$ cat config.mk
export PLATFORM = sky130hd
export DESIGN_NAME = spi_baud_rate_gen
export DESIGN_NICKNAME = d
export VERILOG_FILES = /design/src/rtl/spi_pkg.sv /design/src/rtl/spi_baud_rate_gen.sv
export SDC_FILE = /design/constraint.sdc
export NUM_CORES = 1
export LEC_CHECK = 0
export CORE_ASPECT_RATIO = 0.8
export CORE_UTILIZATION = 24
export CTS_CLUSTER_SIZE = 30
export DETAILED_ROUTE_END_ITERATION = 10
export PLACE_DENSITY = 0.49
export SLEW_MARGIN = 20
export SYNTH_ARGS = -nofsm -noshare
export SYNTH_HDL_FRONTEND = slang
export SYNTH_SLANG_ARGS = --single-unit
$ cat constraint.sdc
create_clock -name PCLK -period 3.9 [get_ports PCLK]
set_input_delay 0.78 -clock PCLK [delete_from_list [all_inputs] [get_ports PCLK]]
set_output_delay 0.78 -clock PCLK [all_outputs]
set_load 0.1 [all_outputs]
$ cat src/rtl/spi_pkg.sv
// Shared SPI definitions: mode encodings, divisor width and the divisor helper
// used by both the baud generator and the APB register readback path.
package spi_pkg;

  localparam int DIV_W = 12;

  localparam logic [1:0] SPI_RUN  = 2'b00;
  localparam logic [1:0] SPI_WAIT = 2'b01;
  localparam logic [1:0] SPI_STOP = 2'b10;

  // Effective divisor in PCLK cycles per sclk period: (sppr+1) << (spr+1).
  // The shift amount is widened to 4 bits so spr=7 shifts by 8, not by 0.
  function automatic logic [DIV_W-1:0] spi_divisor(input logic [2:0] sppr,
                                                   input logic [2:0] spr);
    logic [DIV_W-1:0] base;
    logic [3:0]       sh;
    base = DIV_W'(sppr) + DIV_W'(1);
    sh   = {1'b0, spr} + 4'd1;
    return base << sh;
  endfunction

endpackage

$ cat src/rtl/spi_baud_rate_gen.sv
// SPI master baud generator: divides PCLK down to sclk and emits the
// single-cycle receive (flag_*) and transmit (flags_*) strobes that drive
// the shift core. sclk idles at cpol whenever no transfer is active.
module spi_baud_rate_gen
  import spi_pkg::*;
#(
  parameter int DIV_W = spi_pkg::DIV_W
) (
  input  logic             PCLK,
  input  logic             PRESETn,
  input  logic [1:0]       spi_mode,
  input  logic             spiswai,
  input  logic [2:0]       sppr,
  input  logic [2:0]       spr,
  input  logic             cpol,
  input  logic             cpha,
  input  logic             ss,
  output logic             sclk,
  output logic [DIV_W-1:0] baud_rate_divisor,
  output logic             flag_low,
  output logic             flag_high,
  output logic             flags_low,
  output logic             flags_high
);

  logic             en;
  logic             active;
  logic [DIV_W-1:0] count;
  logic [DIV_W-1:0] half;
  logic [DIV_W-1:0] half_m1;
  logic [DIV_W-1:0] half_m2;
  logic             rx_hit;
  logic             tx_hit;

  // cpha only selects which strobe pair the consumer uses; timing ignores it
  logic cpha_unused;
  assign cpha_unused = cpha;

  // Transfer enable: slave selected and clock allowed by the current mode
  always_comb begin
    en = !ss && ((spi_mode == SPI_RUN) || ((spi_mode == SPI_WAIT) && !spiswai));
  end

  assign half    = baud_rate_divisor >> 1;
  assign half_m1 = half - DIV_W'(1);
  assign half_m2 = half - DIV_W'(2);

  // Edge and pre-edge decode; with half==1 every cycle is both, so the
  // transmit strobe falls on count 0 alongside the receive strobe.
  always_comb begin
    rx_hit = (count == half_m1);
    tx_hit = (half == DIV_W'(1)) ? (count == '0) : (count == half_m2);
  end

  // Divisor tracks sppr/spr while idle and is frozen for the whole transfer
  always_ff @(posedge PCLK or negedge PRESETn) begin
    if (!PRESETn) begin
      baud_rate_divisor <= '0;
    end else if (!active) begin
      baud_rate_divisor <= DIV_W'(spi_divisor(sppr, spr));
    end
  end

  // Active flag, half-period counter and sclk toggle register
  always_ff @(posedge PCLK or negedge PRESETn) begin
    if (!PRESETn) begin
      active <= 1'b0;
      count  <= '0;
      sclk   <= 1'b0;
    end else begin
      active <= en;
      if (!active) begin
        count <= '0;
        sclk  <= cpol;
      end else if (rx_hit) begin
        count <= '0;
        sclk  <= ~sclk;
      end else begin
        count <= count + DIV_W'(1);
      end
    end
  end

  // Strobes decoded from registered state only, so they are glitch-free
  // relative to the inputs and forced low outside a transfer.
  always_comb begin
    flag_high  = active &  sclk & rx_hit;
    flag_low   = active & !sclk & rx_hit;
    flags_high = active &  sclk & tx_hit;
    flags_low  = active & !sclk & tx_hit;
  end

endmodule

After elaboration in Yosys (flattened, before gate mapping). Cells that the tools add are included.

Equal/unequal tests: 5. Reductions and logical operators: 8. Multiply operators: 0. $lt $le $gt $ge: 0. Add/subtract/negate cells: 5. Multiplexer cells: 5. Shift operators: 1. Bitwise logic cells: 7. Div/mod/pow operators: 0.

Operators with widths (count): $eq A12 B12 Y1 (2); $mux W12 (2); $add A12 B1 Y12 const B (1); $logic_not A12 Y1 (1); $shl A4 B4 Y12 (1); $sub A11 B1 Y12 const B (1); $sub A11 B2 Y12 const B (1); $eq A11 B1 Y1 const B (1); $add A3 B1 Y4 const B (2); $and A1 B1 Y1 (6); $logic_not A1 Y1 (3); $mux W1 (3); $eq A2 B1 Y1 const B (1); $logic_and A1 B1 Y1 (2); $logic_not A2 Y1 (1); $ne A2 B1 Y1 const B (1); $logic_or A1 B1 Y1 (1); $not A1 Y1 (1).

Memories kept: 0. Output and inout port bits: 17. RAM bits: 0. Input port bits: 14. Register bits: 26. Logic and storage cells: 35. Bits in latches: 0. Memory bits (read-only): 0.

Logic depth before layout (Yosys ltp). Gate-level depths: netlist of the first run.

Depth in word-level cells: 4. Depth in mapped cells: 10. Mapped depth without buffers: 8.

Worst setup path after synthesis of the first run. OpenSTA, ideal clock, no wires.

Kind: reg2out. Start: register baud_rate_divisor[3]. End: output port flag_high. Buffers on the path: 1. Path slack: -1.347 ns. Arrival: 4.467 ns. Stages on the path, launching flop included: 10. Data required time: 3.120 ns. Cells stage by stage: dfrtp_1 -> clkbuf_1 -> inv_1 -> ha_1 -> or4b_4 -> or3_1 -> a211o_1 -> a32o_1 -> or4_4 -> nor2_1.

Word-level cells in the longest chain between the ends: 3.

RTL lines: start: declaration (RTL line spi_baud_rate_gen.sv:19) `output logic [DIV_W-1:0] baud_rate_divisor,`; start signal: assignment (RTL line spi_baud_rate_gen.sv:60) `baud_rate_divisor <= DIV_W'(spi_divisor(sppr, spr));`; $sub A11 B1 Y12 (RTL line spi_baud_rate_gen.sv:45) `assign half_m1 = half - DIV_W'(1);`; $eq A12 B12 Y1 (RTL line spi_baud_rate_gen.sv:51) `rx_hit = (count == half_m1);`; $and A1 B1 Y1 (RTL line spi_baud_rate_gen.sv:87) `flag_high = active & sclk & rx_hit;`; end: declaration (RTL line spi_baud_rate_gen.sv:21) `output logic flag_high,`.

Every way passes these cells.

Final worst setup path of the first run.
Start: register baud_rate_divisor[3]. End: output port flag_low.

Word-level cells in the longest chain between the ends: 3.

RTL lines: $sub A11 B1 Y12 (RTL line spi_baud_rate_gen.sv:45); $eq A12 B12 Y1 (RTL line spi_baud_rate_gen.sv:51); $and A1 B1 Y1 (RTL line spi_baud_rate_gen.sv:88) `flag_low = active & !sclk & rx_hit;`; end: declaration (RTL line spi_baud_rate_gen.sv:20) `output logic flag_low,`.

Every way passes these cells.

==> results.ini, run 1 <==
[power]
powerDensity_mw_per_mm2 = 331.1
ir_drop_mv = 0.1060
power_w = 0.0009155
power.leakage_nw = 1.035

[cts]
cts_buffers = 3
path_clk_slew_ns = 0.10
root_buffer = clkbuf_8
cts_tree = done
cts_hold_repair.buffers = 0
clkLatencyLatePin_ns = 0.28
clock-sinks = 26
htree_num_levels = 1
cts_max_path_buffers = 2

[setup_path]
critPathSlowestCell = dfrtp_4
cp_data_required_time_ns = 3.12
cp_top_family = simple AND/OR/NAND/NOR gates
startpoint_type = register
cp.buffers_inverters = 2
worstSetupPathType = register to primary output
endpoint_kind = primary output
path_cells = inv_4 -> ha_4 -> or4b_4 -> or3_4 -> a211o_1 -> a32o_2 -> or4_4 -> nor2_4 -> buf_12
max_stage_delay_ns = 0.51
crit_arrival_ns = 3.12
crit_fanout = 3

[logic_synthesis]
postSynthNetCount = 286
ys.flop_type = dfrtp_1
ys_top_cells_by_area = dfrtp_1 30%, xnor2_1 6.1%, nor2_1 5.6%
yosys.area.top_type = dfrtp_1
yosysUniqueCellTypes = 51
ys_warn_count = 0
synth_top_area_frac = 0.3009
synth-edff-count = 0
netlist_area_mm2 = 0.002162
async_flop_share = 1.000
avgSynthCellArea_um2 = 8.159
synth_cells = 265
synth_seq_area_share = 0.3009
ys_ff_latch = 26

[timing]
rsz0062_at_grt = yes
finalSetupViolations = 1
fin_ws_ns = -0.0004357
final-hold-violation-count = 0
skew_ns = 0.01010
fin_crit_ns = 3.900
fmax_mhz = 256.4
post-route-period-util = 1.000
tightest_slew_ns = 0.9986
relSlewSlack = 0.3322
slew_violations = 0

[floorplanning]
fp.dieW_um = 108.1
core-area_mm2 = 0.008596
die_h_um = 86.90
die-area_mm2 = 0.009395
start_util = 0.2515
io_pins = 31
num_rows = 30

[flow_run]
max-cap-violations = 0

[placed_design]
hpwl_um = 4685
dpl_worst_slack_ns = 0.1712
gp_congestion = 0.8258
portBuffers = 29
placed_cell_area_mm2 = 0.002633

[finish]
fill_cells = 908
fin_nets = 313
fin_area_mm2 = 0.002765
area_delta_synth_final_pct = 27.89
diodes = 0
layout-drive-gt1-share = 0.1546
seqCellArea_um2 = 658.1
multi_input_area_mm2 = 0.001448

[route]
ant_nets = 0
drt_iter0_drc = 92
via_count = 1993
avgViaCountPerCell = 4.945
dr.pass1.iters = 4
totalWireLength_um = 6248
wire_per_inst_um = 15.50
drc = 0

[global_routing]
grt_pass1_vias = 1931
grt_usage = 0.1442
grt_max_degree = 27
grt_pass1_wl_um = 10390
antenna_found_initial = 0
overflow = 0

[run_status]
violations = setup timing
status = finished, violations left

[min_path]
hold_class = register to register

worst min-delay path, delay by kind of cell, from the launching register on:
| family | cells | cell delay, ns |
|---|---|---|
| and+or+nand+nor | 1 | 0.05 |
| AOI/OAI and AO/OA | 1 | 0.07 |
| DFF | 1 | 0.35 |
state kept, by name, indices dropped and copies added, names as in the netlist:
signal / count
baud_rate_divisor: 12
active: 1
sclk: 1
count: 12
path summary, 6_finish.rpt:
| kind | start | to | slack [ns] | cells past startpoint |
|---|---|---|---|---|
| setup / recovery | baud_rate_divisor[3] | flag_low | -0.0004 | 9 |
| hold / removal | baud_rate_divisor[0] | baud_rate_divisor[0] | 0.51 | 2 |
| setup reg to reg | baud_rate_divisor[3] | sclk | 1.06 | 9 |
| hold reg to reg | baud_rate_divisor[0] | baud_rate_divisor[0] | 0.51 | 2 |
| max in group asynchronous | PRESETn | baud_rate_divisor[3] | 2.73 | 2 |
| min in group asynchronous | PRESETn | count[0] | 0.87 | 2 |
power breakdown:
| part | switching, W | internal (W) |
|---|---|---|
| registers | 0.0000266 | 0.000284 |
| clock network | 0.0000935 | 0.0000905 |
| logic | 0.000262 | 0.000159 |
Yosys cell counts (all sizes together), types with 4 or more instances:
library cell / count
a21oi: 11
clkbuf: 16
dfrtp: 26
ha: 7
inv: 11
mux2: 5
mux2i: 4
nand2: 16
nand2b: 6
nand3: 15
nand3b: 4
nand4: 4
nor2: 32
nor2b: 4
nor4: 6
o21ai: 13
or3: 4
xnor2: 15
xor2: 13
logic make-up (layout without fill, tap and decap cells):
group / count (synthesis) / count (layout) / share of synthesized area
AND/OR/NAND/NOR: 114 / 114 / 0.2847
multiplexers: 9 / 9 / 0.04456
XOR/XNOR: 28 / 28 / 0.1134
buffers and inverters: 30 / 56 / 0.05613
adder cells (fa/ha/maj): 7 / 7 / 0.04051
flip-flops: 26 / 26 / 0.3009
AO/OA/AOI/OAI: 51 / 51 / 0.1597
routing by layer:
layer | GRT usage | wire (um)
met1 | 0.2277 | 3448
met2 | 0.2067 | 2535
met3 | 0.02019 | 236
met4 | 0.02242 | 27
met5 | 0 | 0
layout make-up:
class / instances / share of cell area
timing repair buffer: 41 / 0.1520
multi-input combinational: 209 / 0.5235
tap: 112 / 0.05068
sequential: 26 / 0.2380
clock buffer: 4 / 0.01991
inverter: 11 / 0.01584
per-stage QoR:
stage	util	setup TNS [ns]	hold slack (ns)	cells
2_1_floorplan	-	-0.7975	0.4844	265
3_3_place_gp	0.3063	0	0.4919	392
3_5_place_dp	0.3063	0	0.4837	392
4_1_cts	0.3201	0	0.5119	403
5_1_grt	0.3217	-0.1834	0.5659	403
6_report	0.3217	-0.0004357	0.5062	403
cells in the final DEF, fill, tap and decap left out, types with 3 or more instances in the layout:
master,netlist,routed
a21oi_1,11,9
a22o_1,3,3
a31oi_1,3,3
and2_1,3,3
and3_1,3,3
buf_12,0,4
buf_4,0,12
clkbuf_8,0,4
clkdlybuf4s50_1,0,25
dfrtp_1,26,22
dfrtp_2,0,3
ha_1,7,6
inv_1,11,9
mux2_2,5,5
mux2i_1,4,4
nand2_1,16,16
nand2b_1,6,6
nand3_1,15,15
nand3b_1,4,4
nand4_1,4,4
nand4b_1,3,3
nor2_1,32,30
nor2b_1,4,4
nor3_1,3,3
nor4_1,5,5
nor4b_1,3,3
o21ai_0,13,12
or3_1,4,3
xnor2_1,15,15
xor2_1,13,13
repair_timing:
item,in CTS,in global routing
gates cloned,0,0
setup buffers,7,0
resized for setup,6,2
pin swaps,1,0
setup endpoints to repair,2,3
Power figures use the tool's default switching activity.
==> run 2: changes to the inputs <==
--- a/config.mk
+++ b/config.mk
@@ -5,11 +5,12 @@
 export SDC_FILE = /design/constraint.sdc
 export NUM_CORES = 1
 export LEC_CHECK = 0
+export ABC_CLOCK_PERIOD_IN_PS = 3900
 export CORE_ASPECT_RATIO = 0.8
-export CORE_UTILIZATION = 24
+export CORE_UTILIZATION = 45
 export CTS_CLUSTER_SIZE = 30
 export DETAILED_ROUTE_END_ITERATION = 10
-export PLACE_DENSITY = 0.49
+export PLACE_DENSITY = 0.75
 export SLEW_MARGIN = 20
 export SYNTH_ARGS = -nofsm -noshare
 export SYNTH_HDL_FRONTEND = slang
==> results.ini, run 2 (synthesized netlist as in run 1, its figures left out) <==
[power]
clkPwrFrac = 0.201
seqPwrFrac = 0.353
powerDensity_mw_per_mm2 = 336.3
comb_power_share = 0.446
internal-power_w = 0.0005276
power.leakage_nw = 1.022
p_switching_w = 0.0003723
netSwitchingFraction = 0.4137
ir_drop_mv = 0.2372

[floorplanning]
num_rows = 22
io_pins = 31
fp.dieW_um = 79.50
core-area_mm2 = 0.004597
die_h_um = 64.00
die-area_mm2 = 0.005087
start_util = 0.4703

[finish]
reg_top3 = baud_rate_divisor x12, count x12
area_delta_synth_final_pct = 23.78
diodes = 0
mostFrequentLayoutCell = nor2_1
layout-drive-gt1-share = 0.1488
fin_nets = 311
final_cell_mix = 30 x nor2_1, 25 x clkdlybuf4s50_1, 22 x dfrtp_1
fill_cells = 415

[timing]
tightest_slew_ns = 0.9720
post-route-period-util = 1.002
finalSetupViolations = 2
relSlewSlack = 0.3500
fin_ws_ns = -0.008157
rsz0062_at_grt = yes
final-hold-violation-count = 0
setup_tns_ns = -0.008319
slew_violations = 0
fmax_mhz = 255.9
fin_crit_ns = 3.908
skew_ns = 0.005233

[global_routing]
antenna_found_initial = 0
grt_pass1_wl_um = 9508
grt_max_degree = 26
grt_usage = 0.2400
grt_pass1_vias = 1979
overflow = 0

[cts]
htree_num_levels = 1
clkLatencyLatePin_ns = 0.28
root_buffer = clkbuf_8
cts_buffers = 3
path_clk_slew_ns = 0.10
cts_tree = done
clock-sinks = 26
cts_max_path_buffers = 2

[setup_path]
path_cells = inv_4 -> ha_4 -> or4b_4 -> or3_4 -> a211o_1 -> a32o_2 -> or4_4 -> nor2_4 -> buf_12
cp_data_required_time_ns = 3.12
startpoint_type = register
rr_startpoint = baud_rate_divisor[3]
rr_worst_depth = 9
reg2reg_slack_ns = 1.04
critPathSlowestCell = dfrtp_4
crit_fanout = 3
r2r_end = sclk
worstSetupPathType = register to primary output
crit_arrival_ns = 3.13
max_stage_delay_ns = 0.50
endpoint_kind = primary output

[min_path]
hold_depth = 2
hold_class = register to register
hp-start = baud_rate_divisor[0]
hold_end = baud_rate_divisor[0]

[placed_design]
dpl_worst_slack_ns = 0.1487
gp_congestion = 0.9078
hpwl_um = 4110
portBuffers = 29

[flow_run]
max-cap-violations = 0

[route]
drc = 0
ant_nets = 0
drt_iter0_drc = 246
via_count = 2080
wire_per_inst_um = 16.11
totalWireLength_um = 5622
avgViaCountPerCell = 5.960
dr.pass1.iters = 4

[run_status]
status = finished, violations left
violations = setup timing

-- run 2: cell types whose count changed in the layout (fill, tap and decap cells not counted), sizes merged --
| cell | delta |
|---|---|
| buf | -2 |
-- run 2: worst max-delay path by stage --
stage                             to  slack (ns)            startpoint
after CTS                  flag_high       0.003  baud_rate_divisor[3]
after floorplan           flags_high       -0.25  baud_rate_divisor[6]
final                       flag_low      -0.008  baud_rate_divisor[3]
after detailed placement    flag_low        0.15  baud_rate_divisor[2]
after global routing       flag_high       -0.08  baud_rate_divisor[3]
after global placement     flag_high        0.22  baud_rate_divisor[2]
-- run 2: per-layer routing --
layer	up-vias	GRT usage	share of wire
li1	998	-	-
met1	981	0.3649	0.46
met2	97	0.3419	0.43
met3	4	0.06143	0.10
met4	0	0.03864	0.0060
met5	-	0	0
-- run 2: metrics by stage --
stage	util	instance area, um2	hold slack (ns)	cells	power [W]
floorplan	-	2215	0.4844	265	0.0005979
global placement	0.5536	2545	0.4788	337	0.0006801
detailed placement	0.5536	2545	0.4745	337	0.0006875
CTS	0.5811	2671	0.5133	349	0.0008917
global route	0.5822	2676	0.6063	349	0.0009453
finish	0.5822	2676	0.5087	349	0.0009000
-- run 2: repair_timing --
| item | CTS | global route |
|---|---|---|
| setup endpoints to repair | 2 | 2 |
| setup buffers | 8 | 0 |
| gates cloned | 0 | 0 |
| endpoints found under the hold margin | 0 | 0 |
| pin swaps | 1 | 1 |
| hold buffers | 0 | 0 |
| resized for setup | 6 | 1 |
-- run 2: critical path: cells and delay by family (launching register included) --
family	cells	cell delay, ns
buffers and inverters	2	0.25
and+or+nand+nor	4	1.43
AOI/OAI and AO/OA	2	0.53
DFF	1	0.50
adders and majority gates	1	0.13
-- run 2: power groups by stage --
stage               Sequential [W]  Clock, W  Combinational, W
floorplan                 0.000390         0          0.000207
global placement          0.000326         0          0.000354
detailed placement        0.000328         0          0.000360
CTS                       0.000317  0.000182          0.000393
global route              0.000321  0.000195          0.000429
finish                    0.000317  0.000181          0.000401
-- run 2: final cells by class --
type                       instances  area [um2]  share of cell area
multi-input combinational        209        1439              0.5376
sequential                        26       658.1              0.2459
timing repair buffer              39       405.4              0.1515
tap                               60       75.07             0.02805
clock buffer                       4       55.05             0.02057
inverter                          11       43.79             0.01636
==> run 3: changes to the inputs <==
--- a/config.mk
+++ b/config.mk
@@ -8,7 +8,7 @@
 export ABC_CLOCK_PERIOD_IN_PS = 3900
 export CORE_ASPECT_RATIO = 0.8
 export CORE_UTILIZATION = 45
-export CTS_CLUSTER_SIZE = 30
+export CTS_CLUSTER_SIZE = 14
 export DETAILED_ROUTE_END_ITERATION = 10
 export PLACE_DENSITY = 0.75
 export SLEW_MARGIN = 20
==> results of run 3 <==
No change in the layout: final DEF, timing and power equal those of run 2.
